### src/rtl/sensor_conditioner.sv
// -----------------------------------------------------------------------------
// sensor_conditioner
//
// Conditions the raw vehicle-loop contact for a trafficlight controller. The
// raw contact is synchronised, debounced and turned into a latched side-road
// request. The request is dropped as soon as the side road is shown green.
//
// Optional feature (macro SENSOR_COUNT_EN):
//   defined   -> an 8-bit saturating count of accepted arrivals is built.
//   undefined -> arrivals is tied to 0 and no counter flops exist.
//
// Parameters
//   DEBOUNCE_CYCLES  consecutive stable synchronised cycles needed to accept
//                    a level change (legal range 2..255, default 16)
//   SIDE_GREEN       light code meaning "side road green" (default 2'b10)
//
// Ports
//   clk         in   single clock, rising edge
//   rst_n       in   synchronous active-low reset
//   sensor_raw  in   asynchronous, bouncy loop contact
//   light       in   [1:0] current light code from the controller
//   sensor_out  out  latched vehicle request (registered)
//   sensor_db   out  debounced presence level (registered)
//   arrivals    out  [7:0] accepted arrival count (registered or constant 0)
// -----------------------------------------------------------------------------
module sensor_conditioner #(
  parameter int         DEBOUNCE_CYCLES = 16,
  parameter logic [1:0] SIDE_GREEN      = 2'b10
) (
  input  logic       clk,
  input  logic       rst_n,
  input  logic       sensor_raw,
  input  logic [1:0] light,
  output logic       sensor_out,
  output logic       sensor_db,
  output logic [7:0] arrivals
);

  // Counter value on which the next differing sample completes the debounce.
  localparam logic [7:0] CNT_LAST = 8'(DEBOUNCE_CYCLES - 1);

  logic       s1_q;
  logic       s2_q;
  logic [7:0] cnt_q;
  logic [7:0] cnt_d;
  logic       db_q;
  logic       db_d;
  logic       req_q;
  logic       req_d;
  logic       arrival_s;
  logic       green_s;

  // Two-flop synchroniser for the asynchronous loop contact.
  always_ff @(posedge clk) begin
    if (!rst_n) begin
      s1_q <= 1'b0;
      s2_q <= 1'b0;
    end else begin
      s1_q <= sensor_raw;
      s2_q <= s1_q;
    end
  end

  // Debounce next state: count consecutive samples that disagree with the
  // accepted level; any agreeing sample throws away the progress so far.
  always_comb begin
    cnt_d = 8'd0;
    db_d  = db_q;
    if (s2_q != db_q) begin
      if (cnt_q == CNT_LAST) begin
        db_d  = s2_q;
        cnt_d = 8'd0;
      end else begin
        cnt_d = cnt_q + 8'd1;
      end
    end else begin
      cnt_d = 8'd0;
    end
  end

  // Debounce state registers.
  always_ff @(posedge clk) begin
    if (!rst_n) begin
      cnt_q <= 8'd0;
      db_q  <= 1'b0;
    end else begin
      cnt_q <= cnt_d;
      db_q  <= db_d;
    end
  end

  // Arrival is the edge on which the debounced level is about to rise.
  always_comb begin
    arrival_s = db_d & ~db_q;
    green_s   = (light == SIDE_GREEN);
  end

  // Request latch: green clears with priority, since the waiting vehicle is
  // served by the green already showing.
  always_comb begin
    req_d = req_q;
    if (green_s) begin
      req_d = 1'b0;
    end else if (arrival_s) begin
      req_d = 1'b1;
    end else begin
      req_d = req_q;
    end
  end

  // Request register.
  always_ff @(posedge clk) begin
    if (!rst_n) begin
      req_q <= 1'b0;
    end else begin
      req_q <= req_d;
    end
  end

  assign sensor_out = req_q;
  assign sensor_db  = db_q;

`ifdef SENSOR_COUNT_EN
  logic [7:0] arr_q;
  logic [7:0] arr_d;

  // Saturating arrival count: holds at 255 rather than wrapping.
  always_comb begin
    arr_d = arr_q;
    if (arrival_s && (arr_q != 8'hFF)) begin
      arr_d = arr_q + 8'd1;
    end else begin
      arr_d = arr_q;
    end
  end

  // Arrival count register.
  always_ff @(posedge clk) begin
    if (!rst_n) begin
      arr_q <= 8'd0;
    end else begin
      arr_q <= arr_d;
    end
  end

  assign arrivals = arr_q;
`else
  assign arrivals = 8'h00;
`endif

endmodule

### config.mk
export PLATFORM = sky130hd
export DESIGN_NAME = sensor_conditioner
export DESIGN_NICKNAME = d
export VERILOG_FILES = /design/src/rtl/sensor_conditioner.sv
export SDC_FILE = /design/constraint.sdc
export NUM_CORES = 1
export LEC_CHECK = 0
export CORE_MARGIN = 2
export CORE_UTILIZATION = 34
export DETAILED_ROUTE_END_ITERATION = 10
export DONT_BUFFER_PORTS = 1
export PLACE_DENSITY = 0.57
export RECOVER_POWER = 25
export REMOVE_ABC_BUFFERS = 1
export SETUP_SLACK_MARGIN = 0.1
export SYNTH_ARGS = -nofsm -noshare
export SYNTH_HDL_FRONTEND = slang
export SYNTH_SLANG_ARGS = --single-unit
### constraint.sdc
create_clock -name clk -period 2.4 [get_ports clk]
set_clock_uncertainty 0.2 [all_clocks]
set_input_delay 0.12 -clock clk [delete_from_list [all_inputs] [get_ports clk]]
set_output_delay 0.12 -clock clk [all_outputs]
set_load 0.02 [all_outputs]
==> reports/metrics.csv, run 1 <==
stage,metric,value,unit
status,status,finished clean,
critical_path,reg2reg_from,cnt_q[6],
sta,rsz0062_at_grt,no,
pwr,p_leak,0.223,nW
logic_synthesis,ys_seq_elements,12,
die,fp.dieH,44.7,µm
logic_synthesis,yosys.area_share.simple,23.6,%
logic_synthesis,muxShareOfSynthArea,0,%
global_route,grt_pass1_wl,1.41,mm
clock_tree,cts.sinks,12,
clock_tree,cts_tree,built,
die,start_util,36.9,%
layout,drive_gt1_share,10.1,%
layout,final_cells,85,
critical_path,path_max_fanout,6,
die,core,1520,µm²
routing,via_per_inst,4.73,
place,io_buffers,0,
pwr,p_switching,0.0742,mW
logic_synthesis,ys_async_sr_fraction,0,%
routing,num_vias,402,
sta,setup_viol,0,
layout,num_antenna_cells,0,
sta,hold_viol_final,0,
logic_synthesis,ys.flop_type,dfxtp_1,
pwr,p_clk_share,33.7,%
global_route,grt_pass1_vias,353,
sta,tns,0,ps
logic_synthesis,yosys.area_share.xor_xnor,4.68,%
routing,final_antenna_net_count,0,
hold_path,hold_class,reg2reg,
sta,fin_crit,1540,ps
clock_tree,cts-root-buf,clkbuf_4,
hold_path,min_to,s2_q,
pwr,p_int,0.266,mW
global_route,antenna_found_initial,0,
die,rows,14,
critical_path,arrival,1480,ps
clock_tree,postCtsSetupBuffers,0,
critical_path,worstRegToRegCells,3,
critical_path,endpoint_kind,flip-flop,
logic_synthesis,synth_edf_count,0,
logic_synthesis,yosysUniqueCellTypes,24,
critical_path,cp.required,2340,ps
pwr,vdd_drop_max,0.000330,V
sta,fin_hold_ws,240,ps
layout,final_nets,77,
die,die_area,1990,µm²
logic_synthesis,avgSynthCellArea,8.92,µm²
logic_synthesis,yosysMostFrequentCell,dfxtp_1,
flow_run,cap_violations,0,
logic_synthesis,yosys_warnings,0,
logic_synthesis,yosysTopAreaCell,dfxtp_1,
pwr,p_seq_share,59.5,%
global_route,overflow,0,
critical_path,critPathLaunchType,flip-flop,
logic_synthesis,synth_fa_ha_area_share,2.23,%
clock_tree,clkSlewWorstSetupHoldPaths,70,ps
place,routabilityCongestion,0.724,
place,dpl.cell_count,78,
logic_synthesis,yosysTopAreaCellShare,42.8,%
clock_tree,htree_levels,1,
logic_synthesis,synth.area.top_cells,"dfxtp_1, buf_4, a21oi_1, o211ai_4, nand3_1",
layout,synthToLayoutAreaGrowth,8.69,%
clock_tree,cts-buffers-inserted,3,
place,dp_hpwl,614,µm
sta,fmax,651,MHz
logic_synthesis,yosysSeqAreaShare,42.8,%
logic_synthesis,synth-compound-area-share,13.4,%
sta,slew_viol_final,0,
routing,drt-total-wl,815,µm
global_route,grt_usage,10.1,%
hold_path,holdPathStages,1,
routing,firstDrtPassIters,2,
pwr,p_per_area,557,nW/µm²
routing,drt_iter0_drc,4,
die,die_w,44.7,µm
critical_path,worstReg2RegEnd,cnt_q[5],
critical_path,rrSetupSlack,860,ps
pwr,swShare,21.8,%
logic_synthesis,synth_common_cells,"dfxtp_1, buf_4, a21oi_1",
hold_path,hold_start,s1_q,
pwr,pwr-share-comb,6.8,%
sta,period_share,64.0,%
logic_synthesis,syn_inst,63,
die,io_pins,15,
critical_path,crit_type,reg2reg,
routing,route.detailed.drc,0,
routing,routedWlPerCell,9.59,µm
logic_synthesis,synth_top_family_by_area,simple AND/OR/NAND/NOR gates,
clock_tree,clockBufferDepth,2,
global_route,grt_max_degree,8,
clock_tree,clk_latency,260,ps
logic_synthesis,syn_area,562,µm²
[power groups by stage]
stage	clock (mW)	sequential, mW	combinational [mW]
2_1_floorplan	0	0.207	0.0157
3_3_place_gp	0	0.207	0.0164
3_5_place_dp	0	0.207	0.0163
4_1_cts	0.122	0.202	0.0229
5_1_grt	0.129	0.202	0.0254
6_report	0.115	0.202	0.0231
[per-layer routing]
metal	track usage [%]	vias to the layer above	share of wire (%)
met5	0	-	0
met2	15.1	8	49
met3	1.22	2	3.9
li1	-	214	-
met1	12.5	178	46
met4	9.09	0	1.2
[critical path: stages, from the launching register on]
cell	delay [ps]
dfxtp_1	340
or4_4	560
o211ai_4	260
a21oi_1	70
[stage by stage]
step / area, µm² / total power, mW / utilization, % / setup WS, ps
2_1_floorplan: 528 / 0.222 / - / 945
3_3_place_gp: 548 / 0.223 / 36.0 / 872
3_5_place_dp: 548 / 0.223 / 36.0 / 862
4_1_cts: 611 / 0.347 / 40.1 / 844
5_1_grt: 611 / 0.357 / 40.1 / 767
6_report: 611 / 0.340 / 40.1 / 864
[worst max-delay path by stage]
stage                    end  startpoint  slack, ps
finish              cnt_q[5]    cnt_q[6]        860
global route        cnt_q[5]    cnt_q[5]        770
CTS                 cnt_q[5]    cnt_q[6]        840
detailed placement  cnt_q[5]    cnt_q[6]        860
global placement    cnt_q[4]    cnt_q[0]        870
floorplan           cnt_q[5]    cnt_q[6]        950
[cells in the final DEF (no fill, tap or decap)]
master,Yosys,routed
xnor2_1,1,1
xor2_1,2,2
nor3_1,1,1
o211ai_4,1,1
or3_1,3,3
ha_1,1,1
nand3_1,4,4
nor2_2,1,1
inv_1,3,3
clkbuf_4,0,3
nor2_1,3,3
o21ai_0,4,4
a41oi_1,1,1
a21oi_1,5,5
nor2b_1,1,1
conb_1,1,8
and2_1,2,2
nor4_1,1,1
nand4_1,1,1
and3_1,1,1
nand2_1,4,4
dlygate4sd3_1,0,4
dfxtp_1,12,12
or4_4,1,1
or3_2,1,1
[logic make-up after synthesis]
family                     after synthesis
and+or+nand+nor                         24
DFF                                     12
AOI/OAI and AO/OA                       11
buffers and inverters                   11
xor gates and xnor gates                 3
adders and majority gates                1
other                                    1
[layout make-up]
type | instances | area (µm²)
fillers | 154 | 913
clock buffers | 3 | 22.5
inverters | 3 | 11.3
repair buffers | 4 | 40.0
well taps | 16 | 20.0
flip-flops and latches | 12 | 240
multi-input cells | 47 | 277
[state kept, by name, indices dropped and copies added, names as in the netlist]
register    cells
sensor_db       1
cnt_q           8
sensor_out      1
s1_q            1
s2_q            1
[repair_timing]
| item | in CTS | in global routing |
|---|---|---|
| hold buffers | 4 | 0 |
| resized for setup | 0 | 0 |
| hold endpoints to repair | 12 | 0 |
| endpoints found under the setup margin | 0 | 0 |
No activity file was read; power rests on OpenSTA's default activity.
==> run 2, diff against run 1 <==
Settings changed: ABC_AREA from default to 1, PLACE_DENSITY 0.57 to 0.59.
Clock period 2.4 ns to 1.36 ns, I/O delays scaled along.
==> reports/metrics.csv, run 2 <==
stage,metric,value,unit
logic_synthesis,ys_async_sr_fraction,0,%
place,dp_hpwl,703,µm
logic_synthesis,yosys.area_share.simple,32.0,%
logic_synthesis,yosysTopAreaCellShare,39.2,%
critical_path,arrival,1240,ps
sta,hold_viol_final,0,
global_route,antenna_found_initial,0,
layout,multiInputGateArea,334,µm²
clock_tree,htree_levels,1,
routing,final_antenna_net_count,0,
logic_synthesis,yosys_warnings,0,
critical_path,slowest_delay,360,ps
routing,num_vias,462,
logic_synthesis,yosys.area_share.xor_xnor,2.86,%
die,die_w,46.5,µm
clock_tree,clkSlewWorstSetupHoldPaths,80,ps
logic_synthesis,yosysTopAreaCell,dfxtp_1,
routing,drt_iter0_drc,7,
critical_path,reg2reg_from,cnt_q[0],
layout,ff_latch_area,245,µm²
layout,layout.filler_cells,156,
critical_path,critPathBufInv,0,
clock_tree,cts_tree,built,
pwr,p_per_area,900,nW/µm²
global_route,grt_max_degree,8,
pwr,p_leak,0.312,nW
global_route,overflow,0,
global_route,grt_pass1_vias,410,
critical_path,crit_type,reg2reg,
layout,final_nets,94,
routing,via_per_inst,4.13,
critical_path,endpoint_kind,flip-flop,
layout,post-route-util,44.5,%
logic_synthesis,yosysUniqueCellTypes,20,
routing,firstDrtPassIters,4,
layout,final_cells,112,
logic_synthesis,synth_top_family_by_area,simple AND/OR/NAND/NOR gates,
critical_path,worstRegToRegCells,4,
layout,largest_reg_flops,8,
hold_path,hold_class,reg2reg,
critical_path,path_max_fanout,4,
hold_path,hold_start,s1_q,
logic_synthesis,synth.area.top_cells,"dfxtp_1, buf_4, nand2_1, inv_1, nor2_4",
die,io_pins,15,
critical_path,crit_chain,ha_4 -> nand3_4 -> o21ai_0 -> a21oi_2,
logic_synthesis,synth_fa_ha_area_share,2.04,%
sta,fin_crit,1290,ps
place,io_buffers,0,
sta,rsz0062_at_grt,yes,
layout,fin_area,761,µm²
hold_path,holdPathStages,2,
layout,synthToLayoutAreaGrowth,24.1,%
pwr,vdd_drop_max,0.000608,V
hold_path,min_to,s2_q,
routing,drt-total-wl,983,µm
logic_synthesis,muxShareOfSynthArea,0,%
sta,slew_viol_final,0,
die,rows,15,
critical_path,cp.required,1310,ps
logic_synthesis,synth-compound-area-share,6.73,%
die,die_area,2160,µm²
routing,route.detailed.drc,0,
layout,regMostFlops,cnt_q,
logic_synthesis,avgSynthCellArea,8.07,µm²
clock_tree,clk_latency,270,ps
die,start_util,35.9,%
logic_synthesis,ys_seq_elements,12,
critical_path,rrSetupSlack,70,ps
die,fp.dieH,46.5,µm
sta,period_share,94.7,%
logic_synthesis,yosysMostFrequentCell,nand2_1,
critical_path,critPathLaunchType,flip-flop,
clock_tree,cts.sinks,12,
routing,routedWlPerCell,8.78,µm
clock_tree,cts-root-buf,clkbuf_4,
place,routabilityCongestion,0.712,
status,status,finished clean,
sta,setup_viol,0,
critical_path,path_delay_family,flip-flops,
logic_synthesis,synth_edf_count,0,
place,dpl_cell_area,633,µm²
layout,drive_gt1_share,35.6,%
clock_tree,cts-buffers-inserted,3,
logic_synthesis,yosysSeqAreaShare,39.2,%
critical_path,worstReg2RegEnd,sensor_db,
logic_synthesis,ys.flop_type,dfxtp_1,
logic_synthesis,syn_area,613,µm²
logic_synthesis,synth_common_cells,"nand2_1, dfxtp_1, inv_1",
layout,most-common-layout-cells,"nand2_1, inv_1, conb_1, dfxtp_1, nor2_1",
global_route,grt_usage,11.3,%
layout,num_antenna_cells,0,
flow_run,cap_violations,0,
layout,layout_commonest_cell,nand2_1,
place,dpl.cell_count,103,
global_route,grt_pass1_wl,1.64,mm
clock_tree,clockBufferDepth,2,
sta,fmax,777,MHz
die,core,1710,µm²
critical_path,slowest_stage,dfxtp_2,
logic_synthesis,syn_inst,76,
==> run 2: what timing repair did <==
item | 4_1_cts | 5_1_grt
pin swaps | 3 | 4
endpoints found under the hold margin | 12 | 0
buffers inserted | 1 | 0
gates resized for setup | 8 | 4
hold buffers | 4 | 0
setup endpoints to repair | 9 | 9
==> run 2: worst register-to-register path, stage by stage, from the launching register on <==
cell and delay, ps:
dfxtp_2 360, ha_4 180, nand3_4 100, o21ai_0 250, a21oi_2 80
==> run 2: logic make-up (layout without fill, tap and decap cells) <==
logic type,count (synthesis),count (layout)
AND/OR/NAND/NOR,35,35
XOR/XNOR,2,2
other,1,8
AO/OA/AOI/OAI,6,6
adder cells (fa/ha/maj),1,1
flip-flops,12,12
buffers and inverters,19,23
==> run 2: power by group <==
group          internal (mW)  switching (mW)  total, mW  leakage (nW)
Combinational         0.0139          0.0327     0.0466         0.192
Clock                  0.163           0.118      0.281        0.0210
Sequential             0.355         0.00258      0.357        0.0991
Total                  0.531           0.153      0.685         0.312
==> run 2: worst max path at each step <==
stage | startpoint | end | slack (ps) | cells past startpoint
5_1_grt | cnt_q[0] | cnt_q[7] | 30 | 6
3_3_place_gp | cnt_q[1] | cnt_q[0] | 20 | 6
3_5_place_dp | cnt_q[1] | cnt_q[7] | -20 | 6
4_1_cts | cnt_q[1] | cnt_q[6] | 110 | 6
2_1_floorplan | cnt_q[0] | cnt_q[3] | 20 | 6
6_report | cnt_q[0] | sensor_db | 70 | 4
==> run 2: per-stage QoR <==
| stage | hold slack [ps] | worst slack, ps | power, mW | TNS [ps] |
|---|---|---|---|---|
| 2_1_floorplan | -38.5 | 24.6 | 0.395 | 0 |
| 3_3_place_gp | -34.4 | 19.2 | 0.399 | 0 |
| 3_5_place_dp | -31.5 | -16.0 | 0.399 | -55.5 |
| 4_1_cts | 228 | 106 | 0.689 | 0 |
| 5_1_grt | 219 | 31.5 | 0.721 | 0 |
| 6_report | 239 | 72.7 | 0.685 | 0 |
==> run 2: area by class of cell <==
| type | instances | area share, % |
|---|---|---|
| tap | 25 | 4.11 |
| sequential | 12 | 32.2 |
| multi-input combinational | 52 | 43.9 |
| inverter | 11 | 5.76 |
| timing repair buffer | 8 | 9.21 |
| clock buffer | 4 | 4.77 |
==> run 2: layer usage <==
metal / vias to the layer above / GRT usage (%) / part of all wire (%)
met5: - / 0 / 0
met4: 0 / 3.43 / 0
met3: 0 / 5.88 / 5.9
met2: 12 / 17.5 / 52
met1: 211 / 13.4 / 42
li1: 239 / - / -
==> run 3, diff against run 2 <==
Settings changed: MAX_ROUTING_LAYER from default to met4.
==> reports/metrics.csv, run 3 (synthesis results as in run 2) <==
stage,metric,value,unit
critical_path,path_delay_family,flip-flops,
layout,layout.filler_cells,160,
routing,drt_iter0_drc,3,
global_route,grt_max_degree,8,
sta,slew_viol_final,0,
routing,final_antenna_net_count,0,
die,core,1710,µm²
pwr,power,0.687,mW
routing,firstDrtPassIters,3,
critical_path,crit_chain,ha_4 -> nand3_4 -> o21ai_0 -> a21oi_2,
layout,ff_latch_area,245,µm²
flow_run,cap_violations,0,
hold_path,hold_class,in2reg,
sta,fin_crit,1290,ps
pwr,vdd_drop_max,0.000619,V
layout,drive_gt1_share,36.8,%
status,status,finished clean,
global_route,use_met1,13.1,%
global_route,met2_usage,17.5,%
clock_tree,cts-buffers-inserted,3,
routing,num_vias,463,
pwr,p_per_area,903,nW/µm²
global_route,busiest_layer,met2,
layout,largest_reg_flops,8,
sta,fin_hold_ws,238,ps
critical_path,critPathLaunchType,flip-flop,
critical_path,critPathBufInv,0,
sta,period_share,94.5,%
die,die_w,46.5,µm
critical_path,endpoint_kind,flip-flop,
global_route,grt_pass1_vias,409,
clock_tree,clockBufferDepth,2,
critical_path,crit_type,reg2reg,
layout,multiInputGateArea,334,µm²
sta,setup_viol,0,
die,die_area,2160,µm²
critical_path,slowest_delay,360,ps
layout,layout_commonest_cell,nand2_1,
layout,num_antenna_cells,0,
critical_path,path_max_fanout,4,
die,start_util,35.9,%
layout,regMostFlops,cnt_q,
clock_tree,cts-root-buf,clkbuf_4,
sta,fmax,778,MHz
die,io_pins,15,
place,routabilityCongestion,0.720,
global_route,grt.met3_usage,5.88,%
layout,synthToLayoutAreaGrowth,24.1,%
critical_path,slowest_stage,dfxtp_2,
clock_tree,cts.sinks,12,
layout,most-common-layout-cells,"nand2_1, inv_1, conb_1, dfxtp_1, nor2_1",
layout,final_nets,94,
global_route,antenna_found_initial,0,
sta,rsz0062_at_grt,yes,
clock_tree,htree_levels,1,
global_route,grt_pass1_wl,1.63,mm
routing,route.detailed.drc,0,
sta,hold_viol_final,0,
global_route,overflow,0,
clock_tree,cts_tree,built,
die,rows,15,
critical_path,arrival,1240,ps
critical_path,cp.required,1320,ps
die,fp.dieH,46.5,µm
place,dp_hpwl,703,µm
clock_tree,clkSlewWorstSetupHoldPaths,80,ps
clock_tree,clk_latency,270,ps
global_route,grt_usage,11.5,%
place,io_buffers,0,
routing,via_per_inst,4.13,
routing,routedWlPerCell,8.94,µm
pwr,p_leak,0.312,nW
routing,drt-total-wl,1.00,mm
## run 3: cell counts in the layout (fill, tap and decap cells not counted)
Identical to the previous run, type by type.
## run 3: final timing paths
path              start         to  cells after the start  slack (ps)
min          sensor_raw       s1_q                      3         240
min reg2reg        s1_q       s2_q                      2         240
max            cnt_q[0]  sensor_db                      4          70
max reg2reg    cnt_q[0]  sensor_db                      4          70
## run 3: layer usage
layer  share of wire [%]  vias up
met2                  50       11
met3                 4.8        0
met1                  45      213
met5                   0        -
li1                    -      239
met4                   0        0
## run 3: worst register-to-register path: cells and delay by family, from the launching register on
kind	cells	cell delay (ps)
AND/OR/NAND/NOR	1	100
flip-flops	1	360
AO/OA/AOI/OAI	2	330
adder cells (fa/ha/maj)	1	180
## run 3: report_power, final
group          internal, mW  switching, mW  total (mW)  leakage (nW)
clock                 0.163          0.121       0.283        0.0210
sequential            0.355        0.00278       0.358        0.0991
combinational        0.0137         0.0323      0.0460         0.192
## run 3: layout make-up
class | instances | share of cell area (%)
Timing Repair Buffer | 8 | 9.21
Inverter | 11 | 5.76
Tap cell | 25 | 4.11
Clock buffer | 4 | 4.77
Multi-Input combinational cell | 52 | 43.9
Sequential cell | 12 | 32.2
## run 3: repair_timing
| action | CTS | global route |
|---|---|---|
| buffers inserted | 1 | 0 |
| setup endpoints to repair | 9 | 9 |
| resized for setup | 8 | 4 |
| endpoints found under the hold margin | 12 | 0 |
| pin swaps | 3 | 5 |
| hold buffers | 4 | 0 |
## run 3: metrics by stage
step / cell area, µm² / worst slack, ps / cells / setup TNS [ps] / util, %
floorplan: 579 / 24.6 / 75 / 0 / -
global placement: 633 / 19.2 / 103 / 0 / 37.1
detailed placement: 633 / -16.0 / 103 / -55.5 / 37.1
CTS: 746 / 106 / 112 / 0 / 43.7
global route: 761 / 33.1 / 112 / 0 / 44.5
finish: 761 / 74.5 / 112 / 0 / 44.5
